[src/rtl/lstm_pkg.sv]
// Shared types and constants for the LSTM gate-pipeline sequencing controller.
package lstm_pkg;

    // Datapath latency in enabled (non-stalled) cycles.
    localparam int LSTM_STAGES = 4;

    // Tag width is sized for the largest supported HIDDEN (256 units).
    localparam int LSTM_UNIT_W = 8;

    typedef enum logic [2:0] {
        IDLE   = 3'd0,
        WAIT_X = 3'd1,
        ISSUE  = 3'd2,
        DRAIN  = 3'd3,
        DONE   = 3'd4
    } lstm_state_t;

    // One in-flight hidden-unit computation as tracked by the shadow pipe.
    typedef struct packed {
        logic                   valid;
        logic [LSTM_UNIT_W-1:0] unit;
    } shadow_tag_t;

endpackage

[src/rtl/lstm_seq_ctrl_if.sv]
// Control/issue/write-back bundle between the controller and its neighbours.
// The master side is the sequencing controller itself.
interface lstm_seq_ctrl_if #(
    parameter int HIDDEN  = 16,
    parameter int SEQ_MAX = 64
);
    localparam int UW = $clog2(HIDDEN);
    localparam int TW = $clog2(SEQ_MAX);
    localparam int LW = $clog2(SEQ_MAX + 1);

    logic          start;
    logic          abort;
    logic [LW-1:0] seq_len;
    logic          x_valid;
    logic          x_ack;
    logic          pipe_stall;
    logic          iss_valid;
    logic [UW-1:0] iss_unit;
    logic          iss_first;
    logic          rd_bank;
    logic          wb_valid;
    logic [UW-1:0] wb_unit;
    logic [TW-1:0] t_idx;
    logic          busy;
    logic          done;

    modport master (
        input  start, abort, seq_len, x_valid, pipe_stall,
        output x_ack, iss_valid, iss_unit, iss_first, rd_bank,
               wb_valid, wb_unit, t_idx, busy, done
    );

    modport slave (
        output start, abort, seq_len, x_valid, pipe_stall,
        input  x_ack, iss_valid, iss_unit, iss_first, rd_bank,
               wb_valid, wb_unit, t_idx, busy, done
    );

endinterface

[src/rtl/lstm_shadow_pipe.sv]
// Tag shift register mirroring the datapath: entry 0 is stage 1, the last
// entry is the write-back stage. Shifts only when enabled; flush clears all.
module lstm_shadow_pipe
    import lstm_pkg::*;
#(
    parameter int STAGES = LSTM_STAGES
) (
    input  logic        clk,
    input  logic        rst_n,
    input  logic        en_i,
    input  logic        flush_i,
    input  shadow_tag_t tag_i,
    output shadow_tag_t tag_o,
    output logic        pend_o
);

    shadow_tag_t [STAGES-1:0] pipe_q;
    shadow_tag_t [STAGES-1:0] pipe_d;

    // Next contents: flush wins, otherwise shift in the new tag when enabled.
    always_comb begin
        pipe_d = pipe_q;
        if (flush_i) begin
            pipe_d = '0;
        end else if (en_i) begin
            pipe_d = {pipe_q[STAGES-2:0], tag_i};
        end
    end

    // Tag storage.
    always_ff @(posedge clk or negedge rst_n) begin
        if (!rst_n) begin
            pipe_q <= '0;
        end else begin
            pipe_q <= pipe_d;
        end
    end

    // Work still upstream of the write-back stage.
    always_comb begin
        pend_o = 1'b0;
        for (int i = 0; i < STAGES - 1; i++) begin
            pend_o = pend_o | pipe_q[i].valid;
        end
    end

    assign tag_o = pipe_q[STAGES-1];

endmodule

[src/rtl/lstm_seq_ctrl.sv]
// Sequencing controller for the LSTM gate pipeline: walks seq_len timesteps,
// issues one hidden unit per cycle, tracks in-flight work in a shadow pipe,
// drives ping-pong write-back and holds off timestep t+1 until h_t is written.
module lstm_seq_ctrl
    import lstm_pkg::*;
#(
    parameter int HIDDEN  = 16,
    parameter int SEQ_MAX = 64,
    parameter int STAGES  = LSTM_STAGES
) (
    input  logic            clk,
    input  logic            rst_n,
    lstm_seq_ctrl_if.master bus
);

    localparam int UW = $clog2(HIDDEN);
    localparam int TW = $clog2(SEQ_MAX);
    localparam int LW = $clog2(SEQ_MAX + 1);

    lstm_state_t   state_q, state_d;
    logic [UW-1:0] unit_q, unit_d;
    logic [TW-1:0] t_q, t_d;
    logic [LW-1:0] len_q, len_d;
    logic          bank_q, bank_d;

    logic          issue;
    logic          last_unit;
    logic          wb_fire;
    logic          pend;
    logic          drain_exit;
    logic [LW-1:0] len_clamp;
    shadow_tag_t   tag_in, tag_out;

    assign len_clamp  = (bus.seq_len > LW'(SEQ_MAX)) ? LW'(SEQ_MAX) : bus.seq_len;
    assign issue      = (state_q == ISSUE) && !bus.pipe_stall;
    assign last_unit  = (unit_q == UW'(HIDDEN - 1));
    assign wb_fire    = tag_out.valid && !bus.pipe_stall;
    // Timestep is complete when the final write-back fires with nothing behind it.
    assign drain_exit = (state_q == DRAIN) && wb_fire && !pend;

    assign tag_in.valid = issue;
    assign tag_in.unit  = LSTM_UNIT_W'(unit_q);

    lstm_shadow_pipe #(.STAGES(STAGES)) u_shadow (
        .clk     (clk),
        .rst_n   (rst_n),
        .en_i    (!bus.pipe_stall),
        .flush_i (bus.abort),
        .tag_i   (tag_in),
        .tag_o   (tag_out),
        .pend_o  (pend)
    );

    // Next-state and counter update; abort overrides everything.
    always_comb begin
        state_d = state_q;
        unit_d  = unit_q;
        t_d     = t_q;
        len_d   = len_q;
        bank_d  = bank_q;
        unique case (state_q)
            IDLE: begin
                if (bus.start) begin
                    len_d   = len_clamp;
                    t_d     = '0;
                    bank_d  = 1'b0;
                    unit_d  = '0;
                    state_d = (len_clamp == '0) ? DONE : WAIT_X;
                end
            end
            WAIT_X: begin
                if (bus.x_valid) begin
                    unit_d  = '0;
                    state_d = ISSUE;
                end
            end
            ISSUE: begin
                if (issue) begin
                    if (last_unit) begin
                        unit_d  = '0;
                        state_d = DRAIN;
                    end else begin
                        unit_d = unit_q + UW'(1);
                    end
                end
            end
            DRAIN: begin
                if (drain_exit) begin
                    bank_d = ~bank_q;
                    if (LW'(t_q) + LW'(1) == len_q) begin
                        t_d     = '0;
                        state_d = DONE;
                    end else begin
                        t_d     = t_q + TW'(1);
                        state_d = WAIT_X;
                    end
                end
            end
            DONE: begin
                state_d = IDLE;
            end
            default: begin
                state_d = IDLE;
            end
        endcase
        if (bus.abort) begin
            state_d = IDLE;
            unit_d  = '0;
            t_d     = '0;
            bank_d  = 1'b0;
        end
    end

    // State and counter registers.
    always_ff @(posedge clk or negedge rst_n) begin
        if (!rst_n) begin
            state_q <= IDLE;
            unit_q  <= '0;
            t_q     <= '0;
            len_q   <= '0;
            bank_q  <= 1'b0;
        end else begin
            state_q <= state_d;
            unit_q  <= unit_d;
            t_q     <= t_d;
            len_q   <= len_d;
            bank_q  <= bank_d;
        end
    end

    assign bus.iss_valid = issue;
    assign bus.iss_unit  = issue ? unit_q : '0;
    assign bus.iss_first = issue && (t_q == '0);
    assign bus.x_ack     = issue && last_unit;
    assign bus.rd_bank   = bank_q;
    assign bus.wb_valid  = wb_fire;
    assign bus.wb_unit   = wb_fire ? UW'(tag_out.unit) : '0;
    assign bus.t_idx     = t_q;
    assign bus.busy      = (state_q != IDLE);
    assign bus.done      = (state_q == DONE);

endmodule
[src/flat_wrapper.sv]
// flat-port wrapper written by rule: the top's interface ports become plain ports
module lstm_seq_ctrl_flat import lstm_pkg::*;
#(
    parameter int HIDDEN  = 16,
    parameter int SEQ_MAX = 64,
    parameter int STAGES  = LSTM_STAGES
)
  (clk, rst_n, bus_start, bus_abort, bus_seq_len, bus_x_valid, bus_pipe_stall, bus_x_ack, bus_iss_valid, bus_iss_unit, bus_iss_first, bus_rd_bank, bus_wb_valid, bus_wb_unit, bus_t_idx, bus_busy, bus_done);
  lstm_seq_ctrl_if #(.HIDDEN(HIDDEN), .SEQ_MAX(SEQ_MAX)) bus_i ();
  input  logic clk;
  input  logic rst_n;
  input wire logic [$bits(bus_i.start)-1:0] bus_start;
  input wire logic [$bits(bus_i.abort)-1:0] bus_abort;
  input wire logic [$bits(bus_i.seq_len)-1:0] bus_seq_len;
  input wire logic [$bits(bus_i.x_valid)-1:0] bus_x_valid;
  input wire logic [$bits(bus_i.pipe_stall)-1:0] bus_pipe_stall;
  output wire logic [$bits(bus_i.x_ack)-1:0] bus_x_ack;
  output wire logic [$bits(bus_i.iss_valid)-1:0] bus_iss_valid;
  output wire logic [$bits(bus_i.iss_unit)-1:0] bus_iss_unit;
  output wire logic [$bits(bus_i.iss_first)-1:0] bus_iss_first;
  output wire logic [$bits(bus_i.rd_bank)-1:0] bus_rd_bank;
  output wire logic [$bits(bus_i.wb_valid)-1:0] bus_wb_valid;
  output wire logic [$bits(bus_i.wb_unit)-1:0] bus_wb_unit;
  output wire logic [$bits(bus_i.t_idx)-1:0] bus_t_idx;
  output wire logic [$bits(bus_i.busy)-1:0] bus_busy;
  output wire logic [$bits(bus_i.done)-1:0] bus_done;
  assign bus_i.start = bus_start;
  assign bus_i.abort = bus_abort;
  assign bus_i.seq_len = bus_seq_len;
  assign bus_i.x_valid = bus_x_valid;
  assign bus_i.pipe_stall = bus_pipe_stall;
  assign bus_x_ack = bus_i.x_ack;
  assign bus_iss_valid = bus_i.iss_valid;
  assign bus_iss_unit = bus_i.iss_unit;
  assign bus_iss_first = bus_i.iss_first;
  assign bus_rd_bank = bus_i.rd_bank;
  assign bus_wb_valid = bus_i.wb_valid;
  assign bus_wb_unit = bus_i.wb_unit;
  assign bus_t_idx = bus_i.t_idx;
  assign bus_busy = bus_i.busy;
  assign bus_done = bus_i.done;
  lstm_seq_ctrl #(.HIDDEN(HIDDEN), .SEQ_MAX(SEQ_MAX), .STAGES(STAGES)) u_core (.clk(clk), .rst_n(rst_n), .bus(bus_i));
endmodule
[config.mk]
export PLATFORM = sky130hd
export DESIGN_NAME = lstm_seq_ctrl_flat
export DESIGN_NICKNAME = d
export VERILOG_FILES = /design/src/rtl/lstm_pkg.sv /design/src/rtl/lstm_seq_ctrl_if.sv /design/src/rtl/lstm_shadow_pipe.sv /design/src/rtl/lstm_seq_ctrl.sv /design/src/flat_wrapper.sv
export SDC_FILE = /design/constraint.sdc
export NUM_CORES = 1
export LEC_CHECK = 0
export CAP_MARGIN = 10
export CORE_MARGIN = 2
export CORE_UTILIZATION = 40
export DETAILED_ROUTE_END_ITERATION = 8
export SLEW_MARGIN = 5
export SYNTH_ARGS = -nofsm -noshare
export SYNTH_HDL_FRONTEND = slang
export SYNTH_SLANG_ARGS = --single-unit
[constraint.sdc]
create_clock -name clk -period 5.7 [get_ports clk]
set_input_delay 1.14 -clock clk [delete_from_list [all_inputs] [get_ports clk]]
set_output_delay 1.14 -clock clk [all_outputs]
set_load 0.01 [all_outputs]
# --- Word level (Yosys, flattened, before mapping) ---
# Index checks and enable logic that the tools add are counted.
# W data, S select, Z words.
word_totals:
  regBits: 53
  inputBits: 13
  out_inout_bits: 21
  elab_cells: 79
op_classes:
  addsub: 3
  n_lt_le_gt_ge: 1
  eq_ne: 12
  muxes: 29
  n_bitwise: 3
  reduce_logical: 18
op_table:
  columns: ["cell", "n"]
  rows:
  - ["$mux W36", 2]
  - ["$mux W4", 7]
  - ["$mux W3", 8]
  - ["$mux W6", 4]
  - ["$pmux W3 S4", 1]
  - ["$pmux W4 S3", 1]
  - ["$pmux W6 S2", 1]
  - ["$ne A3 B2 Y1 const B", 3]
  - ["$add A6 B1 Y7 const B", 1]
  - ["$eq A7 B7 Y1", 1]
  - ["$gt A7 B7 Y1 const B", 1]
  - ["$logic_not A7 Y1", 1]
  - ["$mux W7", 1]
  - ["$add A6 B1 Y6 const B", 1]
  - ["$eq A3 B2 Y1 const B", 2]
  - ["$logic_and A1 B1 Y1", 6]
  - ["$logic_not A6 Y1", 1]
  - ["$ne A3 B3 Y1 const B", 2]
  - ["$reduce_bool A3 Y1", 2]
  - ["$reduce_and A5 Y1", 1]
  - ["$add A4 B1 Y4 const B", 1]
  - ["$eq A4 B4 Y1 const B", 1]
  - ["$reduce_and A4 Y1", 1]
  - ["$reduce_bool A4 Y1", 1]
  - ["11 further kinds", 15]

# --- Longest topological paths before layout ---
# Gate-level depths: netlist (run 1).
depth:
  depth_word: 7
  mapped_depth: 8
  mapped_depth_nobuf: 7

# --- Hierarchy ---
# From an unflattened synthesis (run 1), not the netlist that was laid out.
unflattened:
  hier_cells: 295
  hier_area_um2: 2992.9
modules_own_cells:
  columns: ["mod", "instances", "cells_per_inst", "area_each_um2"]
  rows:
  - ["lstm_shadow_pipe", 1, 126, 1570.3]
  - ["lstm_seq_ctrl", 1, 169, 1422.6]

# --- Worst setup path after synthesis (run 1) ---
# Ideal clock, no wire load.
synth_timing:
  path_kind: "input to output"
  startpoint: "input port bus_pipe_stall"
  endpoint: "output port bus_iss_first"
  arrival_ns: 2.202
  t_required_ns: 4.560
  setup_slack_ns: 2.358
  path_stages: 5
  n_path_buf: 1
  path_cell_list: "buf_2 -> nand2b_1 -> nor3_1 -> nand2_1 -> nor2_1"
synth_via:
  elab_chain_len: 3
synth_rtl:
  columns: ["item", "line_no", "source"]
  rows:
  - ["start: declaration", "flat_wrapper.sv:16", "input wire logic [$bits(bus_i.pipe_stall)-1:0] bus_pipe_stall;"]
  - ["$logic_not A1 Y1", "lstm_seq_ctrl.sv:35", "assign issue = (state_q == ISSUE) && !bus.pipe_stall;"]
  - ["$logic_and A1 B1 Y1", "lstm_seq_ctrl.sv:35", null]
  - ["net bus_iss_valid", "flat_wrapper.sv:18", "output wire logic [$bits(bus_i.iss_valid)-1:0] bus_iss_valid;"]
  - ["$logic_and A1 B1 Y1", "lstm_seq_ctrl.sv:133", "assign bus.iss_first = issue && (t_q == '0);"]
  - ["end: declaration", "flat_wrapper.sv:20", "output wire logic [$bits(bus_i.iss_first)-1:0] bus_iss_first;"]
# The timed path passes the listed nets, and every way through them passes these cells.

# --- Worst setup path in the final report (run 1) ---
layout_timing:
  startpoint: "input port bus_pipe_stall"
  endpoint: "output port bus_iss_first"
layout_via:
  elab_chain_len: 3
layout_rtl:
  columns: ["item", "line_no"]
  rows:
  - ["$logic_not A1 Y1", "lstm_seq_ctrl.sv:35"]
  - ["$logic_and A1 B1 Y1", "lstm_seq_ctrl.sv:35"]
  - ["$logic_and A1 B1 Y1", "lstm_seq_ctrl.sv:133"]
# Every way passes these cells.

==> results of run 1 <==
-- worst max-delay path by stage --
| stage | to | slack [ns] | start | cells after the start |
|---|---|---|---|---|
| 3_5_place_dp | bus_iss_first | 1.37 | bus_pipe_stall | 6 |
| 4_1_cts | bus_iss_first | 1.37 | bus_pipe_stall | 6 |
| 5_1_grt | bus_iss_first | 1.28 | bus_pipe_stall | 6 |
| 6_report | bus_iss_first | 1.44 | bus_pipe_stall | 6 |
| 2_1_floorplan | bus_iss_first | 2.36 | bus_pipe_stall | 5 |
| 3_3_place_gp | bus_iss_first | 1.42 | bus_pipe_stall | 6 |
-- per-layer routing --
metal / up-vias / wire length, µm / share of wire, % / global-route usage, %
met2: 33 / 1900 / 43 / 21.9
met3: 5 / 154 / 3.5 / 3.07
met4: 0 / 64 / 1.5 / 6.72
li1: 872 / - / - / -
met5: - / 0 / 0 / 0
met1: 798 / 2260 / 52 / 22.7
-- logic make-up after synthesis --
logic type               Yosys count  synth area share (%)
AO/OA/AOI/OAI                     37                  11.6
XOR/XNOR                          10                  3.89
adder cells (fa/ha/maj)            3                  1.67
buffers and inverters             20                  3.89
flip-flops                        41                  45.6
multiplexers                      23                  10.3
AND/OR/NAND/NOR                  102                  23.1
-- registers in the layout (all words and copies together), names as in the netlist --
| register | flops |
|---|---|
| u_core.len_q | 7 |
| u_core.u_shadow.tag_o | 5 |
| u_core.unit_q | 4 |
| u_core.bus.rd_bank | 1 |
| u_core.state_q | 3 |
| u_core.u_shadow.pipe_q | 15 |
| u_core.bus.t_idx | 6 |
-- layout make-up --
type                       instances  share of cell area, %
timing repair buffer              34                   12.3
clock inverter                     3                  0.650
inverter                           6                  0.835
tap                               72                   3.34
sequential                        41                   38.1
clock buffer                       5                   2.55
multi-input combinational        175                   42.2
-- worst max-delay path, cell delays in order --
cell	delay, ns
clkdlybuf4s50_1	0.42
nand2b_1	0.18
nor3_1	0.59
nand2_1	0.12
nor2_1	0.12
clkdlybuf4s50_1	0.54
-- synth_stat cells (2+ instances only) --
cell,instances
a21o_1,3
a21oi_1,6
a31oi_1,2
and2_1,10
buf_2,3
clkbuf_1,9
dfrtp_1,41
ha_1,3
inv_1,6
mux2_2,2
mux2i_1,21
nand2_1,23
nand2b_1,9
nand3_1,7
nand4_1,3
nor2_1,31
nor2b_1,2
nor3_1,4
nor3b_1,2
nor4_1,2
o21ai_0,11
o221ai_1,3
o31ai_1,2
xnor2_1,5
xor2_1,5
-- power by group through the flow --
stage          clock network, mW  registers (mW)  logic [mW]
6_report                   0.186           0.337       0.123
3_3_place_gp                   0           0.343       0.124
4_1_cts                    0.194           0.337       0.125
3_5_place_dp                   0           0.344       0.124
2_1_floorplan                  0           0.330      0.0953
5_1_grt                    0.207           0.342       0.141
-- metrics by stage --
stage	hold slack [ns]	util [%]	power, mW	instance area (µm²)
5_1_grt	0.552	49.3	0.690	2700
4_1_cts	0.510	49.3	0.656	2700
3_5_place_dp	0.493	47.7	0.468	2610
6_report	0.499	49.3	0.645	2700
3_3_place_gp	0.487	47.7	0.467	2610
2_1_floorplan	0.469	-	0.425	2250
==> flow_summary.json, run 1 <==
{
  "outcome": "complete, no violations",
  "synth-edff-count": 0,
  "grt_use_total_pct": 15.4,
  "swShare_pct": 30.2,
  "ir_drop_mv": 0.106,
  "syn-cell-area_mm2": 0.00225,
  "final_hold_viol_count": 0,
  "hold_end": "u_core.len_q[3]",
  "cts_buffers": 5,
  "vias": 1708,
  "htree_num_levels": 2,
  "viasPerCell": 5.08,
  "wl_per_cell_um": 13.0,
  "max-slew-margin-rel_pct": 33.1,
  "drt_iter0_drc": 120,
  "postSynth.asyncResetShare_pct": 100,
  "drtPass1Iterations": 4,
  "min_path_type": "reg2reg",
  "worstPathRequired_ns": 4.56,
  "setup_slack_ns": 1.44,
  "synth_top_area_share_pct": 45.6,
  "cts_sinks": 41,
  "synth_area_leader_cell": "dfrtp_1",
  "grt_antenna_before_repair": 0,
  "mostFrequentLayoutCells": "dfrtp_1, clkdlybuf4s50_1, nor2_1",
  "fill_cells": 532,
  "p_int_uw": 450,
  "fin_crit_ns": 4.26,
  "start_util_pct": 41.2,
  "synthFlopType": "dfrtp_1",
  "die-area_mm2": 0.00625,
  "r2r_start": "u_core.bus.t_idx[0]",
  "timing.rr.end": "u_core.bus.t_idx[5]",
  "synth.distinct_cells": 46,
  "ff2ff_setup_slack_ns": 3.25,
  "syn_area_per_cell_um2": 9.54,
  "post_cts_buffers": 0,
  "num_rows": 27,
  "dp.cells": 328,
  "antenna_cells": 0,
  "hpwl_um": 3060,
  "postCtsHoldBufs": 0,
  "core_mm2": 0.00547,
  "worstSkewPairLatency_ns": 0.29,
  "crit_fanout": 7,
  "p_comb_share_pct": 19.0,
  "hold_depth": 2,
  "crit_path_start_kind": "primary input",
  "cts_tree": "built",
  "io_buffers": 33,
  "switchingPower_uw": 195,
  "critPathKind": "in2out",
  "period_share_pct": 74.8,
  "seq_area_mm2": 0.00103,
  "grt_pass1_vias": 1557,
  "tightest_slew_ns": 1.00,
  "layoutNonFillerInstCount": 336,
  "antenna_left": 0,
  "die_width_um": 79.0,
  "io_pins": 34,
  "gp_congestion": 0.762,
  "clkTransAtPathRegs_ns": 0.07,
  "seq_area_frac_synth_pct": 45.6,
  "finalSetupViolations": 0,
  "maxSlewViolCount": 0,
  "multiInputGateArea_mm2": 0.00114,
  "cts.path.max_buffers": 2,
  "end_kind": "output pin",
  "seqPwrFrac_pct": 52.2,
  "die_y_um": 79.0,
  "grt_max_degree": 42,
  "ys_ff_latch": 41,
  "clock.fmax_mhz": 235,
  "cts-resized-gates": 0,
  "grt_overflow": 0,
  "hold_start": "u_core.len_q[3]",
  "final_common_cell": "dfrtp_1",
  "drive_gt1_share_pct": 7.20,
  "syn2layout_area_growth_pct": 19.7,
  "crit_arrival_ns": 3.12,
  "syn_inst": 236,
  "power.density_mw_per_mm2": 239,
  "drc_errors": 0,
  "cap_violations": 0,
  "skew_ns": 0.00980,
  "p_leak_nw": 1.19,
  "cts-root-buf": "clkbuf_8",
  "rsz0062_at_grt": "no",
  "rr_worst_depth": 6,
  "synthTopCellsByArea": "dfrtp_1, mux2i_1, nor2_1",
  "fin_tns_setup_ns": 0,
  "yosysWarningCount": 0,
  "grt_pass1_wl_um": 7580,
  "dp_slack_ns": 1.37,
  "final_nets": 279,
  "syn-num-nets": 252,
  "routed_wirelength_um": 4380,
  "pwr-share-clk_pct": 28.7
}
No activity file was read; power rests on OpenSTA's default activity.
==> inputs of run 2 (changes only) <==
- clock period: 5.7 -> 3.69 ns (I/O delays scaled with it)
==> run 2 against run 1 <==
Net effect: register-to-register slack worse by 2.0 ns; global-route usage hardly changed; wire length grew 1.2%; critical endpoint unchanged; largest cell class unchanged.
==> flow_summary.json, run 2 (synthesis gave the netlist of run 1 again) <==
{
  "outcome": "complete, no violations",
  "cts_tree": "built",
  "largest_reg_flops": 15,
  "postCtsHoldBufs": 0,
  "skew_ns": 0.00284,
  "finalSetupViolations": 0,
  "final_common_cell": "dfrtp_1",
  "routed_wirelength_um": 4440,
  "viasPerCell": 5.07,
  "min_path_type": "reg2reg",
  "p_leak_nw": 1.20,
  "gp_congestion": 0.765,
  "power.density_mw_per_mm2": 371,
  "fin_tns_setup_ns": 0,
  "grt_max_degree": 42,
  "period_share_pct": 86.0,
  "vias": 1710,
  "grt_pass1_vias": 1515,
  "cts_buffers": 5,
  "path_cells": "clkdlybuf4s50_1 > nand2b_1 > nor3_1 > buf_4 > nand2_1 > nor2_1 > clkdlybuf4s50_1",
  "clock.fmax_mhz": 315,
  "maxSlewViolCount": 0,
  "cts-resized-gates": 0,
  "start_util_pct": 41.2,
  "drtPass1Iterations": 4,
  "hpwl_um": 3150,
  "crit_buf_inv": 3,
  "die_width_um": 79.0,
  "ir_drop_mv": 0.185,
  "num_rows": 27,
  "core_mm2": 0.00547,
  "grt_use_total_pct": 15.4,
  "grt_antenna_before_repair": 0,
  "drt_iter0_drc": 89,
  "path_delay_family": "buffers and inverters",
  "post_cts_buffers": 0,
  "tightest_slew_ns": 1.01,
  "worstSkewPairLatency_ns": 0.29,
  "cts.path.max_buffers": 2,
  "antenna_left": 0,
  "io_pins": 34,
  "critPathKind": "in2out",
  "grt_overflow": 0,
  "mostFrequentLayoutCells": "dfrtp_1, clkdlybuf4s50_1, nor2_1",
  "die-area_mm2": 0.00625,
  "cap_violations": 0,
  "drive_gt1_share_pct": 7.17,
  "antenna_cells": 0,
  "worstPathRequired_ns": 2.95,
  "end_kind": "output pin",
  "crit_fanout": 7,
  "cts_sinks": 41,
  "final_hold_viol_count": 0,
  "wl_per_cell_um": 13.2,
  "wl_met2_um": 1950,
  "grt_pass1_wl_um": 7460,
  "cpPeakStageDelay_ns": 0.54,
  "htree_num_levels": 2,
  "crit_path_start_kind": "primary input",
  "die_y_um": 79.0,
  "slowest_stage": "clkdlybuf4s50_1",
  "clkTransAtPathRegs_ns": 0.07,
  "met3_length_um": 142,
  "largest-register": "u_core.u_shadow.pipe_q",
  "io_buffers": 33,
  "rsz0062_at_grt": "no",
  "drc_errors": 0,
  "crit_arrival_ns": 2.44,
  "power_mw": 1.00,
  "crit_top_cell": "clkdlybuf4s50_1",
  "maxUsedRoutingLayer": "met4",
  "final_nets": 281,
  "m1WireLength_um": 2270,
  "cts-root-buf": "clkbuf_8",
  "hold_slack_ns": 0.510,
  "fin_crit_ns": 3.17,
  "max-slew-margin-rel_pct": 32.4,
  "syn2layout_area_growth_pct": 20.4
}
[run 2: changes by cell type in the layout (fill, tap and decap cells not counted), sizes merged]
cell,before,now
buf,2,4
clkbuf,5,7
clkinv,2,0
clkinvlp,1,0
[run 2: final timing paths]
| path | from | end | slack [ns] | depth (start not counted) |
|---|---|---|---|---|
| worst max-delay path | bus_pipe_stall | bus_iss_first | 0.52 | 7 |
| worst min-delay path | u_core.len_q[3] | u_core.len_q[3] | 0.51 | 2 |
| worst max register to register | u_core.bus.t_idx[0] | u_core.bus.t_idx[5] | 1.23 | 6 |
| worst min register to register | u_core.len_q[3] | u_core.len_q[3] | 0.51 | 2 |
| max in group asynchronous | rst_n | u_core.u_shadow.pipe_q[9] | 2.53 | 1 |
| min in group asynchronous | rst_n | u_core.bus.t_idx[2] | 0.59 | 1 |
[run 2: power breakdown]
part | leakage, nW | internal, mW | switching [mW]
Combinational | 0.590 | 0.0888 | 0.104
Sequential | 0.563 | 0.478 | 0.0415
Clock | 0.0443 | 0.148 | 0.144
[run 2: stage by stage]
stage | cells | cell area, µm² | setup WS (ns) | utilization (%)
after floorplan | 236 | 2250 | 1.15 | -
after global placement | 330 | 2630 | 0.508 | 48.0
after detailed placement | 330 | 2630 | 0.493 | 48.0
after CTS | 337 | 2710 | 0.487 | 49.5
after global routing | 337 | 2710 | 0.410 | 49.5
final | 337 | 2710 | 0.516 | 49.5
[run 2: area by class of cell]
| type | count | area, µm² |
|---|---|---|
| multi-input cells | 175 | 1140 |
| well taps | 72 | 90.1 |
| repair buffers | 36 | 348 |
| clock buffers | 7 | 86.3 |
| inverters | 6 | 22.5 |
| flip-flops and latches | 41 | 1030 |
| fillers | 550 | 2760 |
[run 2: tightest hold or removal path, stage by stage (launching register included)]
cell,delay (ns)
dfrtp_1,0.36
nand2_1,0.05
o21ai_0,0.06
[run 2: routing by layer]
metal / track usage [%] / vias to the layer above
met5: 0 / -
met4: 6.38 / 0
met3: 3.98 / 6
met2: 21.4 / 30
met1: 22.8 / 801
li1: - / 873
==> inputs of run 3 (changes only) <==
- DONT_BUFFER_PORTS: default -> 1
==> run 3 against run 2 <==
Net effect: via count fell by 6.5%; wire length decreased by 2.9%; global-route usage decreased by 0.45 points; total power grew 2.6%; sequential share of layout area increased by 4.9 points; largest power group unchanged; sequential cell count unchanged; sequential power is essentially flat; clock-buffer cell count decreased by 2.
==> flow_summary.json, run 3 (synthesis gave the netlist of run 1 again) <==
{
  "routed_wirelength_um": 4310,
  "worstPathRequired_ns": 2.95,
  "syn2layout_area_growth_pct": 6.56,
  "postCtsHoldBufs": 0,
  "die_width_um": 79.0,
  "grt_antenna_before_repair": 0,
  "grt_pass1_wl_um": 7340,
  "fin_crit_ns": 2.40,
  "dp.cells": 295,
  "drtPass1Iterations": 5,
  "p_int_uw": 748,
  "drt_iter0_drc": 123,
  "num_rows": 27,
  "min_path_type": "in2async",
  "setup_slack_ns": 1.29,
  "cts-root-buf": "clkbuf_8",
  "grt_max_degree": 42,
  "maxSlewViolCount": 0,
  "cts_sinks": 41,
  "antenna_cells": 0,
  "cts.path.max_buffers": 2,
  "antenna_left": 0,
  "grt_overflow": 0,
  "p_comb_share_pct": 14.2,
  "crit_arrival_ns": 1.66,
  "worstSkewPairLatency_ns": 0.29,
  "end_kind": "output pin",
  "drc_errors": 0,
  "multiInputGateArea_mm2": 0.00114,
  "cts-resized-gates": 0,
  "fin_tns_setup_ns": 0,
  "post_cts_buffers": 0,
  "grt_use_total_pct": 15.0,
  "skew_ns": 0.00611,
  "io_buffers": 0,
  "crit_path_start_kind": "flip-flop",
  "layoutNonFillerInstCount": 303,
  "start_util_pct": 41.2,
  "tightest_slew_ns": 1.04,
  "cts_buffers": 5,
  "final_common_cell": "dfrtp_1",
  "die_y_um": 79.0,
  "viasPerCell": 5.28,
  "outcome": "complete, no violations",
  "largest_reg_flops": 15,
  "htree_num_levels": 2,
  "max-slew-margin-rel_pct": 30.9,
  "die-area_mm2": 0.00625,
  "fill_cells": 544,
  "cts_tree": "built",
  "largest-register": "u_core.u_shadow.pipe_q",
  "hpwl_um": 3030,
  "clock.fmax_mhz": 417,
  "final_hold_viol_count": 0,
  "drive_gt1_share_pct": 7.79,
  "finalSetupViolations": 0,
  "gp_congestion": 0.753,
  "dp_slack_ns": 1.40,
  "rsz0062_at_grt": "no",
  "core_mm2": 0.00547,
  "mostFrequentLayoutCells": "dfrtp_1, nor2_1, nand2_1",
  "vias": 1599,
  "ir_drop_mv": 0.203,
  "seq_area_mm2": 0.00103,
  "switchingPower_uw": 283,
  "io_pins": 34,
  "clkTransAtPathRegs_ns": 0.08,
  "cap_violations": 0,
  "wl_per_cell_um": 14.2,
  "seqPwrFrac_pct": 50.4,
  "critPathKind": "reg2out",
  "power.density_mw_per_mm2": 429,
  "grt_pass1_vias": 1461,
  "crit_fanout": 7,
  "period_share_pct": 64.9,
  "final_nets": 246,
  "pwr-share-clk_pct": 35.4,
  "p_leak_nw": 1.08,
  "swShare_pct": 27.4
}
## run 3: changes by cell type in the layout (fill, tap and decap cells not counted), sizes merged
cell	change
clkbuf	-2
clkdlybuf4s50	-32
clkinvlp	+1
clkinv	+1
bufinv	+1
buf	-3
## run 3: per-stage QoR
stage | total power [mW] | cell area [µm²] | hold slack [ns] | util [%]
floorplan | 0.657 | 2250 | 0.442 | -
CTS | 1.04 | 2400 | 0.124 | 43.9
finish | 1.03 | 2400 | 0.134 | 43.9
global route | 1.09 | 2400 | 0.108 | 43.9
global placement | 0.674 | 2280 | 0.445 | 41.7
detailed placement | 0.676 | 2280 | 0.445 | 41.7
## run 3: final timing paths
check	startpoint	depth (start not counted)	end	slack (ns)
hold reg to reg	u_core.len_q[3]	2	u_core.len_q[3]	0.51
hold / removal	rst_n	0	u_core.len_q[3]	0.13
min in group clk	bus_abort	1	u_core.u_shadow.pipe_q[9]	0.50
setup / recovery	u_core.unit_q[0]	3	bus_x_ack	1.29
setup reg to reg	u_core.bus.t_idx[0]	6	u_core.bus.t_idx[3]	1.40
max in group asynchronous	rst_n	0	u_core.state_q[2]	3.47
## run 3: layout make-up
type,count,share of cell area [%]
Tap cell,72,3.75
Multi-Input combinational cell,175,47.4
Timing Repair Buffer,1,0.313
Sequential cell,41,42.8
Clock buffer,5,2.87
Clock inverter,3,1.93
Inverter,6,0.938
## run 3: critical path, stage by stage, from the launching register on
cell and delay, ns:
dfrtp_1 0.47, ha_1 0.26, nand3_1 0.14, nor4_1 0.50
## run 3: power by group through the flow
stage,sequential [mW],combinational [mW],clock (mW)
3_3_place_gp,0.529,0.145,0
3_5_place_dp,0.529,0.146,0
6_report,0.520,0.146,0.365
4_1_cts,0.520,0.147,0.374
2_1_floorplan,0.509,0.147,0
5_1_grt,0.528,0.167,0.394
## run 3: per-layer routing
layer / GRT usage, % / part of all wire, % / up-vias
li1: - / - / 808
met3: 4.77 / 5.9 / 2
met2: 21.8 / 45 / 35
met4: 4.14 / 0.79 / 0
met1: 21.5 / 49 / 754
met5: 0 / 0 / -
